### src/rtl/vga_timing_pkg.sv
// Shared 640x480@60 VGA timing defaults, derived sync windows and the coordinate type
// used by both the sync generator and the downstream text generator.
package vga_timing_pkg;

   localparam int unsigned H_DISPLAY_DEF = 640;
   localparam int unsigned H_FRONT_DEF   = 16;
   localparam int unsigned H_SYNC_DEF    = 96;
   localparam int unsigned H_BACK_DEF    = 48;
   localparam int unsigned V_DISPLAY_DEF = 480;
   localparam int unsigned V_FRONT_DEF   = 10;
   localparam int unsigned V_SYNC_DEF    = 2;
   localparam int unsigned V_BACK_DEF    = 33;
   localparam int unsigned TICK_DIV_DEF  = 4;

   localparam int unsigned H_TOTAL  = H_DISPLAY_DEF + H_FRONT_DEF + H_SYNC_DEF + H_BACK_DEF;
   localparam int unsigned V_TOTAL  = V_DISPLAY_DEF + V_FRONT_DEF + V_SYNC_DEF + V_BACK_DEF;
   localparam int unsigned HS_START = H_DISPLAY_DEF + H_FRONT_DEF;
   localparam int unsigned HS_END   = HS_START + H_SYNC_DEF - 1;
   localparam int unsigned VS_START = V_DISPLAY_DEF + V_FRONT_DEF;
   localparam int unsigned VS_END   = VS_START + V_SYNC_DEF - 1;

   typedef logic [9:0] coord_t;

   // Inclusive window test on a screen coordinate.
   function automatic logic in_window(input coord_t v, input int unsigned lo,
                                      input int unsigned hi);
      return (32'(v) >= lo) && (32'(v) <= hi);
   endfunction

endpackage

### src/rtl/pixel_tick_gen.sv
// Pixel-rate strobe: free-running divider plus a registered one-clk p_tick pulse.
// o_tick_next is high on the clk whose rising edge raises o_tick.
module pixel_tick_gen #(
   parameter int unsigned TICK_DIV = 4
) (
   input  logic clk,
   input  logic reset,
   output logic o_tick,
   output logic o_tick_next
);

   localparam int unsigned   DivW    = (TICK_DIV > 1) ? $clog2(TICK_DIV) : 1;
   localparam logic [DivW-1:0] DivLast = DivW'(TICK_DIV - 1);

   logic [DivW-1:0] r_div;
   logic            r_tick;
   logic            w_last;

   assign w_last = (r_div == DivLast);

   always_ff @(posedge clk or posedge reset) begin
      if (reset) begin
         r_div  <= '0;
         r_tick <= 1'b0;
      end else begin
         r_div  <= w_last ? '0 : r_div + DivW'(1);
         r_tick <= w_last;
      end
   end

   assign o_tick      = r_tick;
   assign o_tick_next = w_last;

endmodule

### src/rtl/vga_sync_gen.sv
// VGA timing generator: pixel/line counters with registered sync and blanking outputs.
// Define VGA_SYNC_FRAME_CNT_EN to add the frame_cnt / frame_start outputs.
module vga_sync_gen
   import vga_timing_pkg::*;
#(
   parameter int unsigned H_DISPLAY = H_DISPLAY_DEF,
   parameter int unsigned H_FRONT   = H_FRONT_DEF,
   parameter int unsigned H_SYNC    = H_SYNC_DEF,
   parameter int unsigned H_BACK    = H_BACK_DEF,
   parameter int unsigned V_DISPLAY = V_DISPLAY_DEF,
   parameter int unsigned V_FRONT   = V_FRONT_DEF,
   parameter int unsigned V_SYNC    = V_SYNC_DEF,
   parameter int unsigned V_BACK    = V_BACK_DEF,
   parameter int unsigned TICK_DIV  = TICK_DIV_DEF
) (
   input  logic       clk,
   input  logic       reset,
   output logic       p_tick,
   output logic [9:0] pixel_x,
   output logic [9:0] pixel_y,
   output logic       video_on,
   output logic       hsync,
   output logic       vsync
`ifdef VGA_SYNC_FRAME_CNT_EN
   ,
   output logic [7:0] frame_cnt,
   output logic       frame_start
`endif
);

   localparam int unsigned HTotal  = H_DISPLAY + H_FRONT + H_SYNC + H_BACK;
   localparam int unsigned VTotal  = V_DISPLAY + V_FRONT + V_SYNC + V_BACK;
   localparam int unsigned HsStart = H_DISPLAY + H_FRONT;
   localparam int unsigned HsEnd   = HsStart + H_SYNC - 1;
   localparam int unsigned VsStart = V_DISPLAY + V_FRONT;
   localparam int unsigned VsEnd   = VsStart + V_SYNC - 1;

   logic   w_tick;
   logic   w_adv;
   logic   w_h_end;
   logic   w_v_end;
   coord_t w_x_next;
   coord_t w_y_next;
   coord_t r_x;
   coord_t r_y;
   logic   r_video_on;
   logic   r_hsync;
   logic   r_vsync;

   pixel_tick_gen #(
      .TICK_DIV (TICK_DIV)
   ) u_tick (
      .clk         (clk),
      .reset       (reset),
      .o_tick      (w_tick),
      .o_tick_next (w_adv)
   );

   // Counters step on the same edge that raises p_tick, so every output moves together.
   always_comb begin
      w_h_end  = (r_x == coord_t'(HTotal - 1));
      w_v_end  = (r_y == coord_t'(VTotal - 1));
      w_x_next = r_x;
      w_y_next = r_y;
      if (w_adv) begin
         w_x_next = w_h_end ? '0 : r_x + coord_t'(1);
         if (w_h_end) begin
            w_y_next = w_v_end ? '0 : r_y + coord_t'(1);
         end
      end
   end

   // Sync and blanking are decoded from next-state counts so they line up with pixel_x/y.
   always_ff @(posedge clk or posedge reset) begin
      if (reset) begin
         r_x        <= '0;
         r_y        <= '0;
         r_video_on <= 1'b0;
         r_hsync    <= 1'b1;
         r_vsync    <= 1'b1;
      end else begin
         r_x        <= w_x_next;
         r_y        <= w_y_next;
         r_video_on <= (32'(w_x_next) < H_DISPLAY) && (32'(w_y_next) < V_DISPLAY);
         r_hsync    <= ~in_window(w_x_next, HsStart, HsEnd);
         r_vsync    <= ~in_window(w_y_next, VsStart, VsEnd);
      end
   end

   assign p_tick   = w_tick;
   assign pixel_x  = r_x;
   assign pixel_y  = r_y;
   assign video_on = r_video_on;
   assign hsync    = r_hsync;
   assign vsync    = r_vsync;

`ifdef VGA_SYNC_FRAME_CNT_EN
   logic       w_frame_wrap;
   logic [7:0] r_frame_cnt;
   logic       r_frame_start;

   assign w_frame_wrap = w_adv & w_h_end & w_v_end;

   always_ff @(posedge clk or posedge reset) begin
      if (reset) begin
         r_frame_cnt   <= '0;
         r_frame_start <= 1'b0;
      end else begin
         r_frame_start <= w_frame_wrap;
         if (w_frame_wrap) begin
            r_frame_cnt <= r_frame_cnt + 8'd1;
         end
      end
   end

   assign frame_cnt   = r_frame_cnt;
   assign frame_start = r_frame_start;
`endif

endmodule

### config.mk
export PLATFORM = sky130hd
export DESIGN_NAME = vga_sync_gen
export DESIGN_NICKNAME = d
export VERILOG_FILES = /design/src/rtl/vga_timing_pkg.sv /design/src/rtl/pixel_tick_gen.sv /design/src/rtl/vga_sync_gen.sv
export SDC_FILE = /design/constraint.sdc
export NUM_CORES = 1
export LEC_CHECK = 0
export CELL_PAD_IN_SITES_DETAIL_PLACEMENT = 0
export CELL_PAD_IN_SITES_GLOBAL_PLACEMENT = 2
export CORE_MARGIN = 3
export CORE_UTILIZATION = 30
export CTS_CLUSTER_SIZE = 20
export DETAILED_ROUTE_END_ITERATION = 12
export PLACE_DENSITY = 0.72
export RECOVER_POWER = 25
export SYNTH_ARGS = -nofsm -noshare
export SYNTH_HDL_FRONTEND = slang
export SYNTH_SLANG_ARGS = --single-unit
export TNS_END_PERCENT = 10
### constraint.sdc
create_clock -name clk -period 2.53 [get_ports clk]
set_clock_uncertainty 0.2 [all_clocks]
set_input_delay 0.253 -clock clk [delete_from_list [all_inputs] [get_ports clk]]
set_output_delay 0.253 -clock clk [all_outputs]
set_load 0.005 [all_outputs]
== After elaboration in Yosys (flattened, before gate mapping) ==
Cells that the tools add are included.

* Input bits: 2
* Bits in registers: 26
* Logic and storage cells: 30
* Output and inout bits: 24

* Bitwise logic cells: 2
* Mux-type cells: 6
* Reduce and logical (&&, ||, !) cells: 3
* Magnitude comparators: 6
* $add $sub $neg: 3
* Eq/ne operators: 3

{| class="wikitable"
|+ Operators by type and width
! kind !! number
|-
| 10-bit two-way mux || 5
|-
| 10-bit by 1-bit adder with 10-bit output, second input constant || 2
|-
| 10-bit equality test, second input constant || 2
|-
| 10-bit greater-or-equal comparator, second input constant || 1
|-
| 10-bit by 9-bit greater-or-equal comparator with 1-bit output, second input constant || 1
|-
| 10-bit less-or-equal comparator, second input constant || 1
|-
| 10-bit by 9-bit less-or-equal comparator with 1-bit output, second input constant || 1
|-
| 10-bit < comparator, second input constant || 1
|-
| 10-bit by 9-bit < comparator with 1-bit output, second input constant || 1
|-
| 1-bit logical AND || 3
|-
| 2-bit by 1-bit adder with 2-bit output, second input constant || 1
|-
| 2-bit equality test, second input constant || 1
|-
| 2-bit two-way mux || 1
|-
| 1-bit inverter || 2
|}

== Longest topological paths before layout ==
Gate-level depths: netlist (run 1).

* Depth in word-level cells: 7
* Mapped depth: 9
* Mapped depth without buffers: 7

== By module ==
Synthesis (run 1) repeated with hierarchy kept, for this count alone.

* Cell total of the unflattened synthesis: 139
* Area, all modules: 1412.6 um^2

{| class="wikitable"
|+ By module, submodules not included
! module !! cells an instance !! instances !! area each (um^2) !! sequential area each (um^2)
|-
| vga_sync_gen || 133 || 1 || 1317.5 || 578.1
|-
| pixel_tick_gen || 6 || 1 || 95.1 || 75.1
|}

== Least setup slack after synthesis (run 1) ==
OpenSTA, ideal clock, no wires.

* Path kind: flip-flop to flip-flop
* From: register r_x[0] (netlist: pixel_x[0])
* To: register r_video_on (netlist: video_on)
* Buffers on the path: 0
* Path slack: 246 ps
* Required time: 2199 ps
* Stages on the path, launching flop included: 7
* Clock period less this slack: 2284 ps
* Arrival time: 1953 ps
* Setup time: 131 ps
* Cell sequence: dfrtp_1 -> ha_1 -> nor4b_4 -> nand3_4 -> or4_4 -> a22oi_2 -> a211oi_1

* Cells in the longest elaborated chain, start to end: 5
* Elaborated cells on any way between the ends: 9
* Classes of those cells: add/sub (1); order compare (2); eq/ne (1); mux (4); reduce/logical (1)

{| class="wikitable"
|+ RTL lines
! what !! RTL line !! text
|-
| start: declaration || vga_sync_gen.sv:44 || <nowiki>coord_t r_x;</nowiki>
|-
| start signal: assignment || vga_sync_gen.sv:82 || <nowiki>r_x <= w_x_next;</nowiki>
|-
| 10-bit by 1-bit adder with 10-bit output or 10-bit equality test (tied branches) || vga_sync_gen.sv:66, vga_sync_gen.sv:61 ||
|-
| 10-bit two-way mux (on tied branches) || vga_sync_gen.sv:66, vga_sync_gen.sv:67 ||
|-
| 10-bit two-way mux || vga_sync_gen.sv:65 || <nowiki>if (w_adv) begin</nowiki>
|-
| 10-bit < comparator or 10-bit by 9-bit < comparator with 1-bit output (tied branches) || vga_sync_gen.sv:84 || <nowiki>r_video_on <= (32'(w_x_next) < H_DISPLAY) && (32'(w_y_next) < V_DISPLAY);</nowiki>
|-
| 1-bit logical AND (*) || vga_sync_gen.sv:84 ||
|-
| end signal: assignment || vga_sync_gen.sv:84 ||
|-
| end: declaration || vga_sync_gen.sv:46 || <nowiki>logic r_video_on;</nowiki>
|}

Every way passes the cells marked *; elsewhere a longest branch is shown, timed or not.

== Final worst setup path (run 1) ==
* From: register r_x[1] (netlist: pixel_x[1])
* To: register r_video_on (netlist: video_on)

The elaborated chain is that of the path after synthesis.

==> results.json, run 1 <==
{
  "run_status": "completed",
  "antenna_cells": 0,
  "startpoint_class": "register",
  "number_of_synthesized_flops_with_an_enable_pin": 0,
  "vdd_ir_drop_max_mv": 0.332,
  "power_density_mw_per_mm2": 361,
  "critical_path.reg2reg.startpoint": "pixel_x[1]",
  "layout.filler_cells": 465,
  "tritoncts": "built",
  "finalCoreUtilization_pct": 41.0,
  "fp.dieArea_sq_mm": 0.00570,
  "viasPerCell": 5.22,
  "final_routed_wire_length_divided_by_cell_count_um": 15.2,
  "power_frac_seq_pct": 62.3,
  "cts_repair_resize_count": 0,
  "cts_made_buffers": 3,
  "firstDrtPassIters": 4,
  "synth_warnings": 0,
  "largest_net_degree_at_the_start_of_global_routing": 27,
  "synthArstFlopShare_pct": 100,
  "final_max_slew_viol_count": 0,
  "final.setup.worst_slack_ps": 187,
  "placementRows": 24,
  "setup_total_negative_slack_ps": 0,
  "synth.top_cell.area_share_pct": 41.4,
  "drcViolationCount": 0,
  "detailed_place.area_sq_mm": 0.00180,
  "synth-seq-cells": 26,
  "clk_latency_ps": 270,
  "post_synth_inst_count": 147,
  "clock_share_of_power_pct": 36.2,
  "globalRouteOverflowTotal": 0,
  "hpwlAfterDp_um": 2610,
  "fin_nets": 185,
  "p_comb_share_pct": 1.5,
  "clkSinkCount": 26,
  "critPathCaptureType": "register",
  "post_cts.repair.setup_buffers": 0,
  "grt_most_used_layer": "met2",
  "cts.hold.buffers_added": 0,
  "min_delay_path_depth": 1,
  "worst-setup-path-type": "register to register",
  "post-route-period-util_pct": 92.6,
  "critical_path.startpoint": "pixel_x[1]",
  "grt_pass1_wl_um": 5780,
  "main_combinational_cell_family_by_area_after_synthesis": "simple AND/OR/NAND/NOR gates",
  "antenna_violations_before_repair": 0,
  "worst_hold_path.endpoint": "u_tick.r_div[0]",
  "worst_ep_arrival_time_ps": 2290,
  "grtUsageTotal_pct": 13.2,
  "design_internal_power_w": 0.000529,
  "holdCritStartpoint": "u_tick.r_div[0]",
  "worst_r2r_path_depth": 6,
  "ys_dominant_reg_cell": "sky130_fd_sc_hd__dfrtp_1",
  "detailroute.via_count": 1201,
  "synthSimpleGateAreaFrac_pct": 26.7,
  "worst_slew_pin_slew_ps": 1420,
  "post_synth_xor_area_fraction_pct": 5.44,
  "setup-violations-final": 0,
  "sw_frac_of_total_pct": 20.5,
  "post_synth_fa_ha_maj_area_fraction_pct": 3.45,
  "grt_pass1_vias": 1181,
  "dp_slack_ps": 213,
  "period_minus_slack_ps": 2340,
  "design.core.area_sq_mm": 0.00450,
  "leakagePower_nw": 0.757,
  "initial_core_util_pct": 32.2,
  "relative_slew_slack_pct": 5.18,
  "crit_path_max_fanout": 8,
  "worst_setup_hold_path_clk_slew_ps": 90,
  "synth_fp_nets": 153,
  "yosys.area.top_type": "sky130_fd_sc_hd__dfrtp_1",
  "placement.io_buffers": 25,
  "report.final.hold_viol_count": 0,
  "fmax_achieved_ghz": 0.427,
  "ys_top_cells_by_area": "sky130_fd_sc_hd__dfrtp_1 (41%), sky130_fd_sc_hd__nand4_1 (3.9%), sky130_fd_sc_hd__dfstp_2 (3.6%)",
  "p_switching_w": 0.000137,
  "footprint_of_the_multi_input_gates_sq_um": 731,
  "htree_levels": 1,
  "stdcell_area_sq_mm": 0.00185,
  "routabilityCongestion": 0.771,
  "boundaryPins": 26,
  "min_delay_path_class": "register to register",
  "die_height_um": 75.5,
  "required_ps": 2480,
  "synthesis.area_per_instance_sq_um": 9.86,
  "synthMuxAreaShare_pct": 0.690,
  "detail-route-antenna-nets": 0,
  "first_iter_violations": 81,
  "synth.yosys.seq_area_share_pct": 45.0,
  "cts.path.max_buffers": 2,
  "ys_types": 44,
  "met1_usage_pct": 19.1,
  "reg2reg_to": "video_on",
  "die_x_um": 75.5,
  "cts.root.buffer_cell": "sky130_fd_sc_hd__clkbuf_8",
  "grt.met3_usage_pct": 2.77,
  "netlist_area_sq_mm": 0.00145,
  "synthToLayoutAreaGrowth_pct": 27.3,
  "routed_wl_um": 3490,
  "seq_area_sq_um": 653,
  "report.power.total_w": 0.000666,
  "grt.met2_usage_pct": 20.5,
  "drive_above_1_share_pct": 11.8,
  "maxCapViolations": 0,
  "regToRegSetupSlack_ps": 190,
  "synth_compound_area_share_pct": 14.1,
  "rsz0062_at_grt": "no"
}
==> cell usage after synthesis, drive strengths merged (3+ instances only) <==
cell type,count
or4,3
nand2,10
and2,3
nor2,5
ha,4
clkbuf,4
o21ai,7
nand4,9
xor2,3
a21oi,3
a211oi,3
buf,4
dfrtp,24
nand3,11
nor3,8
and3,5
o31ai,3
inv,8
xnor2,6
==> final cells by class <==
cell class	count	area share [%]
Multi-Input combinational cell	105	39.6
Sequential cell	26	35.4
Timing Repair Buffer	35	17.4
Tap cell	52	3.53
Clock buffer	4	2.44
Inverter	8	1.63
==> power by group through the flow <==
stage          clock, W  sequential, W  combinational [W]
6_report       0.000241       0.000415         0.00000976
5_1_grt        0.000270       0.000415          0.0000121
3_3_place_gp          0       0.000423          0.0000115
4_1_cts        0.000255       0.000415          0.0000120
2_1_floorplan         0       0.000423         0.00000614
3_5_place_dp          0       0.000423          0.0000120
==> state kept, by name, indices dropped and copies added, names as in the netlist <==
signal         count
pixel_y           10
u_tick.r_div       2
vsync              1
video_on           1
u_tick.o_tick      1
hsync              1
pixel_x           10
==> through the flow <==
stage | hold WS [ps] | std cells
global route | 269 | 230
CTS | 165 | 230
floorplan | 91.5 | 147
global placement | 214 | 226
detailed placement | 222 | 226
finish | 232 | 230
==> how the worst max path moves through the flow <==
stage | slack [ps] | depth (start not counted) | endpoint
after global placement | 260 | 6 | video_on
after CTS | 180 | 6 | video_on
after floorplan | 250 | 6 | video_on
after global routing | 10 | 6 | video_on
final | 190 | 6 | video_on
after detailed placement | 210 | 6 | video_on
==> metal layers <==
metal  vias up  wire [um]
met5         -          0
met4         0         22
met3         2         84
met2        16       1590
met1       573       1790
li1        610          -
==> worst max-delay path: stages (launching register included) <==
cell and delay [ps]:
sky130_fd_sc_hd__dfrtp_1 450, sky130_fd_sc_hd__ha_1 210, sky130_fd_sc_hd__nor4b_4 360, sky130_fd_sc_hd__nand3_4 160, sky130_fd_sc_hd__or4_4 540, sky130_fd_sc_hd__a22oi_2 210, sky130_fd_sc_hd__a211oi_1 90
==> kinds of logic (layout without fill, tap and decap cells) <==
kind of cell / after synthesis / count (layout)
multiplexers: 1 / 1
buffers and inverters: 16 / 47
flip-flops: 26 / 26
adder cells (fa/ha/maj): 4 / 4
XOR/XNOR: 9 / 9
AO/OA/AOI/OAI: 28 / 28
AND/OR/NAND/NOR: 63 / 63
==> layout by cell type (no fill, tap or decap), drive strengths merged, types with 2 or more instances in the layout <==
cell type	n
o211ai	2
nand3	11
or4	3
dfrtp	24
ha	4
and3	5
nor3	8
xnor2	6
a21oi	3
and2	3
buf	9
xor2	3
clkbuf	5
dfstp	2
and4	2
nor2	5
nand4	9
o31ai	3
nand2	10
a211oi	3
clkdlybuf4s50	24
inv	8
o21ai	7
No activity file was read; power rests on OpenSTA's default activity.
==> inputs of run 2 (changes only) <==
==> constraint.sdc (replaced) <==
create_clock -name clk -period 2.3 [get_ports clk]
set_clock_uncertainty 0.2 [all_clocks]
set_input_delay 0.23 -clock clk [delete_from_list [all_inputs] [get_ports clk]]
set_output_delay 0.23 -clock clk [all_outputs]
set_load 0.005 [all_outputs]
==> results.json, run 2 (synthesis gave the netlist of run 1 again) <==
{
  "run_status": "completed",
  "final_routed_wire_length_divided_by_cell_count_um": 15.0,
  "fin_nets": 198,
  "final.setup.worst_slack_ps": 105,
  "final_max_slew_viol_count": 0,
  "power_density_mw_per_mm2": 385,
  "routed_wl_um": 3640,
  "synthToLayoutAreaGrowth_pct": 36.1,
  "required_ps": 2240,
  "worst_slew_pin_slew_ps": 1430,
  "routabilityCongestion": 0.778,
  "reg2reg_to": "video_on",
  "layout.filler_cells": 450,
  "holdCritStartpoint": "u_tick.r_div[0]",
  "cts.root.buffer_cell": "sky130_fd_sc_hd__clkbuf_8",
  "antenna_cells": 0,
  "die_height_um": 75.5,
  "detailroute.via_count": 1275,
  "grt_pass1_wl_um": 6190,
  "placementRows": 24,
  "startpoint_class": "register",
  "grt_pass1_vias": 1281,
  "antenna_violations_before_repair": 0,
  "critPathSlowestCell": "sky130_fd_sc_hd__or4_4",
  "leakagePower_nw": 0.832,
  "post-route-period-util_pct": 95.4,
  "worst-setup-path-type": "register to register",
  "detail-route-antenna-nets": 0,
  "first_iter_violations": 77,
  "cts_made_buffers": 3,
  "critPathCaptureType": "register",
  "largest_net_degree_at_the_start_of_global_routing": 27,
  "crit_path_max_fanout": 8,
  "clk_latency_ps": 270,
  "viasPerCell": 5.25,
  "critical_path.reg2reg.startpoint": "pixel_x[1]",
  "hpwlAfterDp_um": 2790,
  "initial_core_util_pct": 32.2,
  "boundaryPins": 26,
  "fp.dieArea_sq_mm": 0.00570,
  "die_x_um": 75.5,
  "min_delay_path_depth": 1,
  "cts.path.max_buffers": 2,
  "tritoncts": "built",
  "drive_above_1_share_pct": 19.9,
  "clkSinkCount": 26,
  "vdd_ir_drop_max_mv": 0.288,
  "maxCapViolations": 0,
  "fmax_achieved_ghz": 0.456,
  "setup-violations-final": 0,
  "firstDrtPassIters": 4,
  "period_minus_slack_ps": 2190,
  "final_cell_mix": "sky130_fd_sc_hd__clkdlybuf4s50_1 (24), sky130_fd_sc_hd__dfrtp_1 (24), sky130_fd_sc_hd__buf_4 (22)",
  "placement.io_buffers": 25,
  "grtUsageTotal_pct": 14.1,
  "report.final.hold_viol_count": 0,
  "crit_chain": "ha_1 > nor4b_4 > nand3_4 > or4_4 > a22oi_2 > a211oi_1",
  "rsz0062_at_grt": "yes",
  "design.core.area_sq_mm": 0.00450,
  "min_delay_path_class": "register to register",
  "worst_setup_hold_path_clk_slew_ps": 90,
  "globalRouteOverflowTotal": 0,
  "relative_slew_slack_pct": 4.79,
  "worst_ep_arrival_time_ps": 2140,
  "htree_levels": 1,
  "worst_hold_path.endpoint": "u_tick.r_div[0]",
  "dp_slack_ps": 70.6,
  "regToRegSetupSlack_ps": 110,
  "drcViolationCount": 0,
  "report.power.total_w": 0.000760,
  "worst_r2r_path_depth": 6,
  "slowest_delay_ps": 540,
  "cts.hold.buffers_added": 0
}
-- run 2: layer usage --
| metal | track usage [%] | wire length, um | up-vias |
|---|---|---|---|
| li1 | - | - | 634 |
| met1 | 20.7 | 1850 | 620 |
| met2 | 21.6 | 1660 | 19 |
| met3 | 2.77 | 104 | 2 |
| met4 | 2.91 | 24 | 0 |
| met5 | 0 | 0 | - |
-- run 2: how the worst max path moves through the flow --
stage / startpoint / endpoint / slack, ps / depth (start not counted)
3_3_place_gp: u_tick.r_div[0] / vsync / 120 / 7
6_report: pixel_x[1] / video_on / 110 / 6
2_1_floorplan: pixel_x[0] / video_on / 20 / 6
4_1_cts: u_tick.r_div[0] / vsync / 50 / 7
3_5_place_dp: pixel_x[1] / video_on / 70 / 6
5_1_grt: pixel_x[1] / video_on / -7 / 6
-- run 2: stage by stage --
stage               hold slack [ps]  TNS, ps  util (%)  cells  cell area (sq um)
CTS                             130        0      43.3    242               1950
detailed placement              216        0      42.1    238               1890
floorplan                      68.5        0         -    147               1450
finish                          233        0      43.8    243               1970
global route                    276    -7.17      43.8    243               1970
global placement                215        0      42.1    238               1890
-- run 2: layout make-up --
cell class	instances	area, sq um	area share [%]
inverters	8	30.0	1.52
well taps	52	65.1	3.30
flip-flops and latches	26	653	33.1
repair buffers	48	419	21.2
multi-input cells	105	751	38.0
clock buffers	4	55.1	2.79
-- run 2: report_power, final --
| group | switching, W | leakage, nW | internal, W |
|---|---|---|---|
| Combinational | 0.00000916 | 0.467 | 0.00000156 |
| Sequential | 0 | 0.337 | 0.000457 |
| Clock | 0.000139 | 0.0288 | 0.000153 |
| Total | 0.000149 | 0.832 | 0.000611 |
-- run 2: what timing repair did --
| item | 4_1_cts | 5_1_grt |
|---|---|---|
| setup buffers | 0 | 1 |
| resized for setup | 0 | 5 |
| setup endpoints to repair | 0 | 4 |
-- run 2: worst max-delay path, delay by kind of cell (launching register included) --
| kind | cells | cell delay, ps |
|---|---|---|
| compound gates | 2 | 300 |
| fa+ha+maj | 1 | 180 |
| flops | 1 | 360 |
| simple gates | 3 | 1020 |
